### src/rtl/cache_req_pkg.sv
// Shared types for the cache request queue: the stored cache command and
// the helper that turns an arbitrated word plus read/write tag into one.
package cache_req_pkg;

  localparam int REQ_A_WIDTH = 32;
  localparam int REQ_D_WIDTH = 32;
  localparam int REQ_W_WIDTH = REQ_A_WIDTH + REQ_D_WIDTH;

  typedef struct packed {
    logic                   we;
    logic [REQ_A_WIDTH-1:0] addr;
    logic [REQ_D_WIDTH-1:0] wdata;
  } cache_req_t;

  // Reads carry their address in the low bits; writes pack {addr, wdata}.
  function automatic cache_req_t unpack_req(input logic [REQ_W_WIDTH-1:0] data,
                                            input logic                   rw);
    cache_req_t r;
    r.we = rw;
    if (rw) begin
      r.addr  = data[REQ_W_WIDTH-1:REQ_D_WIDTH];
      r.wdata = data[REQ_D_WIDTH-1:0];
    end else begin
      r.addr  = data[REQ_A_WIDTH-1:0];
      r.wdata = '0;
    end
    return r;
  endfunction

endpackage

### src/rtl/sync_fifo.sv
// Generic single-clock first-word-fall-through FIFO; pointers carry an extra
// wrap bit so full and empty are distinguished without a separate counter.
module sync_fifo #(
  parameter int WIDTH = 8,
  parameter int DEPTH = 4
) (
  input  logic                     clk,
  input  logic                     rst,
  input  logic                     push,
  input  logic [WIDTH-1:0]         push_data,
  input  logic                     pop,
  output logic [WIDTH-1:0]         pop_data,
  output logic                     full,
  output logic                     empty,
  output logic [$clog2(DEPTH):0]   count
);

  localparam int PW = $clog2(DEPTH);

  logic [WIDTH-1:0] mem [DEPTH];
  logic [PW:0]      wr_ptr;
  logic [PW:0]      rd_ptr;
  logic             do_push;
  logic             do_pop;

  assign do_push = push && !full;
  assign do_pop  = pop && !empty;

  always_ff @(posedge clk) begin
    if (rst) begin
      wr_ptr <= '0;
      rd_ptr <= '0;
    end else begin
      if (do_push) wr_ptr <= wr_ptr + 1'b1;
      if (do_pop)  rd_ptr <= rd_ptr + 1'b1;
    end
  end

  // Storage is data only; validity is tracked entirely by the pointers.
  always_ff @(posedge clk) begin
    if (do_push) mem[wr_ptr[PW-1:0]] <= push_data;
  end

  assign pop_data = mem[rd_ptr[PW-1:0]];
  assign empty    = (wr_ptr == rd_ptr);
  assign full     = (wr_ptr[PW] != rd_ptr[PW]) &&
                    (wr_ptr[PW-1:0] == rd_ptr[PW-1:0]);
  assign count    = wr_ptr - rd_ptr;

endmodule

### src/rtl/cache_req_queue.sv
// Buffers the arbiter's read/write stream and presents it as cache commands.
// Optional CACHE_REQ_QUEUE_STATS_EN adds push counters and an overflow flag.
module cache_req_queue
  import cache_req_pkg::*;
#(
  parameter int W_WIDTH = 64,
  parameter int A_WIDTH = 32,
  parameter int D_WIDTH = 32,
  parameter int DEPTH   = 4
) (
  input  logic                   clk,
  input  logic                   rst,
  input  logic [W_WIDTH-1:0]     in_data,
  input  logic                   in_valid,
  input  logic                   in_rw,
  output logic                   in_ready,
  output logic                   req_valid,
  input  logic                   req_ready,
  output logic                   req_we,
  output logic [A_WIDTH-1:0]     req_addr,
  output logic [D_WIDTH-1:0]     req_wdata,
  output logic [$clog2(DEPTH):0] count
`ifdef CACHE_REQ_QUEUE_STATS_EN
  ,
  output logic [15:0]            rd_cnt,
  output logic [15:0]            wr_cnt,
  output logic                   ovf_seen
`endif
);

  cache_req_t push_req;
  cache_req_t head_req;
  logic       full;
  logic       empty;
  logic       push;
  logic       pop;

  assign push_req = unpack_req(in_data, in_rw);

  // Handshakes depend only on registered occupancy, never on req_ready.
  assign in_ready  = !full;
  assign req_valid = !empty;
  assign push      = in_valid && in_ready;
  assign pop       = req_valid && req_ready;

  sync_fifo #(
    .WIDTH ($bits(cache_req_t)),
    .DEPTH (DEPTH)
  ) u_fifo (
    .clk       (clk),
    .rst       (rst),
    .push      (push),
    .push_data (push_req),
    .pop       (pop),
    .pop_data  (head_req),
    .full      (full),
    .empty     (empty),
    .count     (count)
  );

  // Storage is never reset, so an empty queue presents zeros instead of stale data.
  assign req_we    = req_valid && head_req.we;
  assign req_addr  = req_valid ? head_req.addr  : '0;
  assign req_wdata = req_valid ? head_req.wdata : '0;

`ifdef CACHE_REQ_QUEUE_STATS_EN
  always_ff @(posedge clk) begin
    if (rst) begin
      rd_cnt   <= '0;
      wr_cnt   <= '0;
      ovf_seen <= 1'b0;
    end else begin
      if (push &&  in_rw && (wr_cnt != 16'hFFFF)) wr_cnt <= wr_cnt + 1'b1;
      if (push && !in_rw && (rd_cnt != 16'hFFFF)) rd_cnt <= rd_cnt + 1'b1;
      if (in_valid && !in_ready) ovf_seen <= 1'b1;
    end
  end
`endif

endmodule

### config.mk
export PLATFORM = sky130hd
export DESIGN_NAME = cache_req_queue
export DESIGN_NICKNAME = d
export VERILOG_FILES = /design/src/rtl/cache_req_pkg.sv /design/src/rtl/sync_fifo.sv /design/src/rtl/cache_req_queue.sv
export SDC_FILE = /design/constraint.sdc
export NUM_CORES = 1
export LEC_CHECK = 0
export CAP_MARGIN = 0
export CORE_ASPECT_RATIO = 0.75
export CORE_MARGIN = 2
export CORE_UTILIZATION = 55
export DETAILED_ROUTE_END_ITERATION = 7
export PLACE_DENSITY = 0.86
export SLEW_MARGIN = 20
export SYNTH_ARGS = -nofsm -noshare
export SYNTH_HDL_FRONTEND = slang
export SYNTH_SLANG_ARGS = --single-unit
### constraint.sdc
create_clock -name clk -period 5.4 [get_ports clk]
set_clock_uncertainty 0.2 [all_clocks]
set_input_delay 1.08 -clock clk [delete_from_list [all_inputs] [get_ports clk]]
set_output_delay 1.08 -clock clk [all_outputs]
set_load 0.01 [all_outputs]
==> results.yml <==
outcome:
  status: "complete, no violations"
power:
  ir_drop_mv: 0.4121
  fin_total_pwr_mw: 7.414
  leakage_nw: 4.383
  p_per_area_mw_per_mm2: 551.6
final_layout:
  area_growth_pct: 21.76
  postLayoutCoreUtil: 0.6897
  seq_area_mm2: 0.007973
  drive_gt1_frac: 0.2011
  layout.cells.non_filler: 959
  nets: 766
  fill_cells: 1210
  multiInputGateArea_mm2: 0.002878
  n_antenna_cell: 0
timing:
  tns_ns: 0
  timing.slew.headroom: 0.3255
  slew_violations: 0
  whs_ns: 0.3664
  hold_violations: 0
  worst_slew_pin_slew_ns: 1.012
  setup-violations-final: 0
  rsz0062_at_grt: "no"
  fin_crit_ns: 4.608
  min_period_over_period: 0.8534
  fmax_ghz: 0.2170
synth:
  yosysTopAreaCellShare: 0.7073
  synthTopCellsByCount: "260 x edfxtp_1, 101 x and2_1, 57 x mux4_2, 32 x mux2_2, 13 x buf_2"
  syn-num-nets: 626
  synth-simple-area-share: 0.07243
  syn_area_per_cell_um2: 20.11
  synthAdderAreaFrac: 0.009748
  ys_warn_count: 0
  ys_seq_elements: 268
  synth.most_common_cell: "edfxtp_1"
  synth_top_family_by_area: "multiplexers"
  yosys-mux-area-fraction: 0.1680
  synth-edff-count: 260
  synth_compound_area_frac: 0.006915
  syn-cell-area_mm2: 0.01104
  ys_top_cells_by_area: "edfxtp_1 71%, mux4_2 12%, and2_1 5.7%"
  async_flop_share: 0
  seq_area_frac_synth: 0.7218
  syn_inst: 549
  synth_cell_types: 33
  yosysTopAreaCell: "edfxtp_1"
  synthXorXnorAreaFrac: 0.002267
  synth_ff_type: "edfxtp_1"
floorplan:
  io-pin-count: 139
  row_count: 44
  initial_core_util: 0.5664
  die_area_mm2: 0.02123
  fp.coreArea_mm2: 0.01949
  die_y_um: 126.7
  dieWidth_um: 167.6
critical_path:
  cp_data_required_time_ns: 4.12
  regToRegSetupSlack_ns: 2.43
  path_cells: "inv_1 -> ha_1 -> nand3_2 -> buf_4 -> and2_1 -> clkdlybuf4s50_1"
  slowest_delay_ns: 0.69
  critPathCaptureType: "output port"
  crit_path_end: "req_wdata[23]"
  reg2reg_depth: 5
  arrival_ns: 3.33
  critPathLaunchType: "flop"
  timing.rr.end: "u_fifo.mem[0][60]$_DFFE_PP_"
  r2r_start: "u_fifo.wr_ptr[0]$_SDFFE_PP0P_"
  crit_path_start: "u_fifo.wr_ptr[0]$_SDFFE_PP0P_"
  cp_max_fo: 44
  crit_slowest_cell: "nand3_2"
  path_class: "reg -> out"
grt:
  antenna_found_initial: 0
  grt_max_degree: 66
  overflow: 0
  track_usage: 0.2069
  first_global_vias: 5873
  grt_pass1_wl_um: 33490
routing:
  drt_iter0_drc: 603
  avgViaCountPerCell: 5.844
  vias: 5604
  first_pass_iters: 5
  postRouteAntennaNets: 0
  wl_per_cell_um: 22.59
  drc: 0
  routed_wl_um: 21660
placed_design:
  place_inst: 915
  io_buffers: 138
  gp_congestion: 0.7495
  dp_hpwl_um: 12890
clock_network:
  post-cts-setup-buffer-count: 0
  cts_buffers: 25
  insertion_delay_ns: 0.51
  cts_tree: "yes"
  clk_pin_slew_ns: 0.06
  clock_sinks: 268
  cts.htree.levels: 1
  ctsResizeCount: 0
  cts_buffer_depth: 3
  hold_buffers: 0
  cts_root_buf: "clkbuf_16"
run:
  maxCapViolations: 0
hold_path:
  min_path_type: "reg -> reg"
state kept, by name, indices dropped and copies added, names as in the netlist, named ones only:
name and flops:
u_fifo.wr_ptr 3, u_fifo.mem 260, u_fifo.rd_ptr 3
layer usage:
layer | vias to the layer above | global-route usage | routed length [um]
met5 | - | 0 | 0
li1 | 2475 | - | -
met4 | 0 | 0.04655 | 410
met2 | 229 | 0.3351 | 10650
met1 | 2866 | 0.3060 | 9413
met3 | 34 | 0.03089 | 1183
final cells by class:
cell class              count  area share
repair buffers            144      0.1058
clock buffers              36     0.05334
clock inverters             8    0.008378
flip-flops and latches    268      0.5932
multi-input cells         244      0.2141
inverters                   6    0.001676
well taps                 253     0.02355
layout by cell type (no fill, tap or decap), types with 4 or more instances in the layout:
master           netlist  layout
a31oi_1                4       4
and2_1               101      97
and2_4                 0       4
buf_4                  0       6
clkbuf_1              11       6
clkbuf_16              0      25
clkbuf_8               0       5
clkdlybuf4s50_1        0     137
dfxtp_1                8       6
edfxtp_1             260     260
ha_1                   7       7
inv_1                  6       6
mux2_2                32      32
mux4_1                 8       8
mux4_2                57      57
nand2_1                6       6
nor3b_1                4       4
critical path, delay by kind of cell (launching register included):
family | cells | cell delay [ns]
adders and majority gates | 1 | 0.39
buffers and inverters | 3 | 1.10
DFF | 1 | 0.44
and+or+nand+nor | 2 | 0.86
power by group:
part,internal [mW],switching [mW],total [mW]
combinational,1.48,1.29,2.77
sequential,2.69,0.184,2.88
clock,1.06,0.705,1.76
cells by family (layout without fill, tap and decap cells):
logic type	after synthesis	after routing
flops	268	268
fa+ha+maj	8	8
simple gates	127	127
compound gates	10	10
buf+inv	37	194
xor+xnor	2	2
mux	97	97
through the flow:
stage / cell area [um^2] / setup WS [ns]
after floorplan: 11040 / 2.015
after global routing: 13440 / 0.5754
after detailed placement: 12610 / 1.289
after CTS: 13440 / 0.7552
final: 13440 / 0.7917
after global placement: 12610 / 1.445
worst min-delay path by stage:
stage / end / start / cells past startpoint / slack, ns
3_3_place_gp: u_fifo.wr_ptr[2]$_SDFFE_PP0P_ / u_fifo.wr_ptr[2]$_SDFFE_PP0P_ / 2 / 0.32
5_1_grt: u_fifo.wr_ptr[2]$_SDFFE_PP0P_ / u_fifo.wr_ptr[2]$_SDFFE_PP0P_ / 2 / 0.38
3_5_place_dp: u_fifo.wr_ptr[2]$_SDFFE_PP0P_ / u_fifo.wr_ptr[2]$_SDFFE_PP0P_ / 2 / 0.35
6_report: u_fifo.wr_ptr[2]$_SDFFE_PP0P_ / u_fifo.wr_ptr[2]$_SDFFE_PP0P_ / 2 / 0.37
4_1_cts: u_fifo.wr_ptr[2]$_SDFFE_PP0P_ / u_fifo.wr_ptr[2]$_SDFFE_PP0P_ / 2 / 0.36
2_1_floorplan: u_fifo.wr_ptr[2]$_SDFFE_PP0P_ / u_fifo.wr_ptr[2]$_SDFFE_PP0P_ / 2 / 0.31
Power figures use the tool's default switching activity.
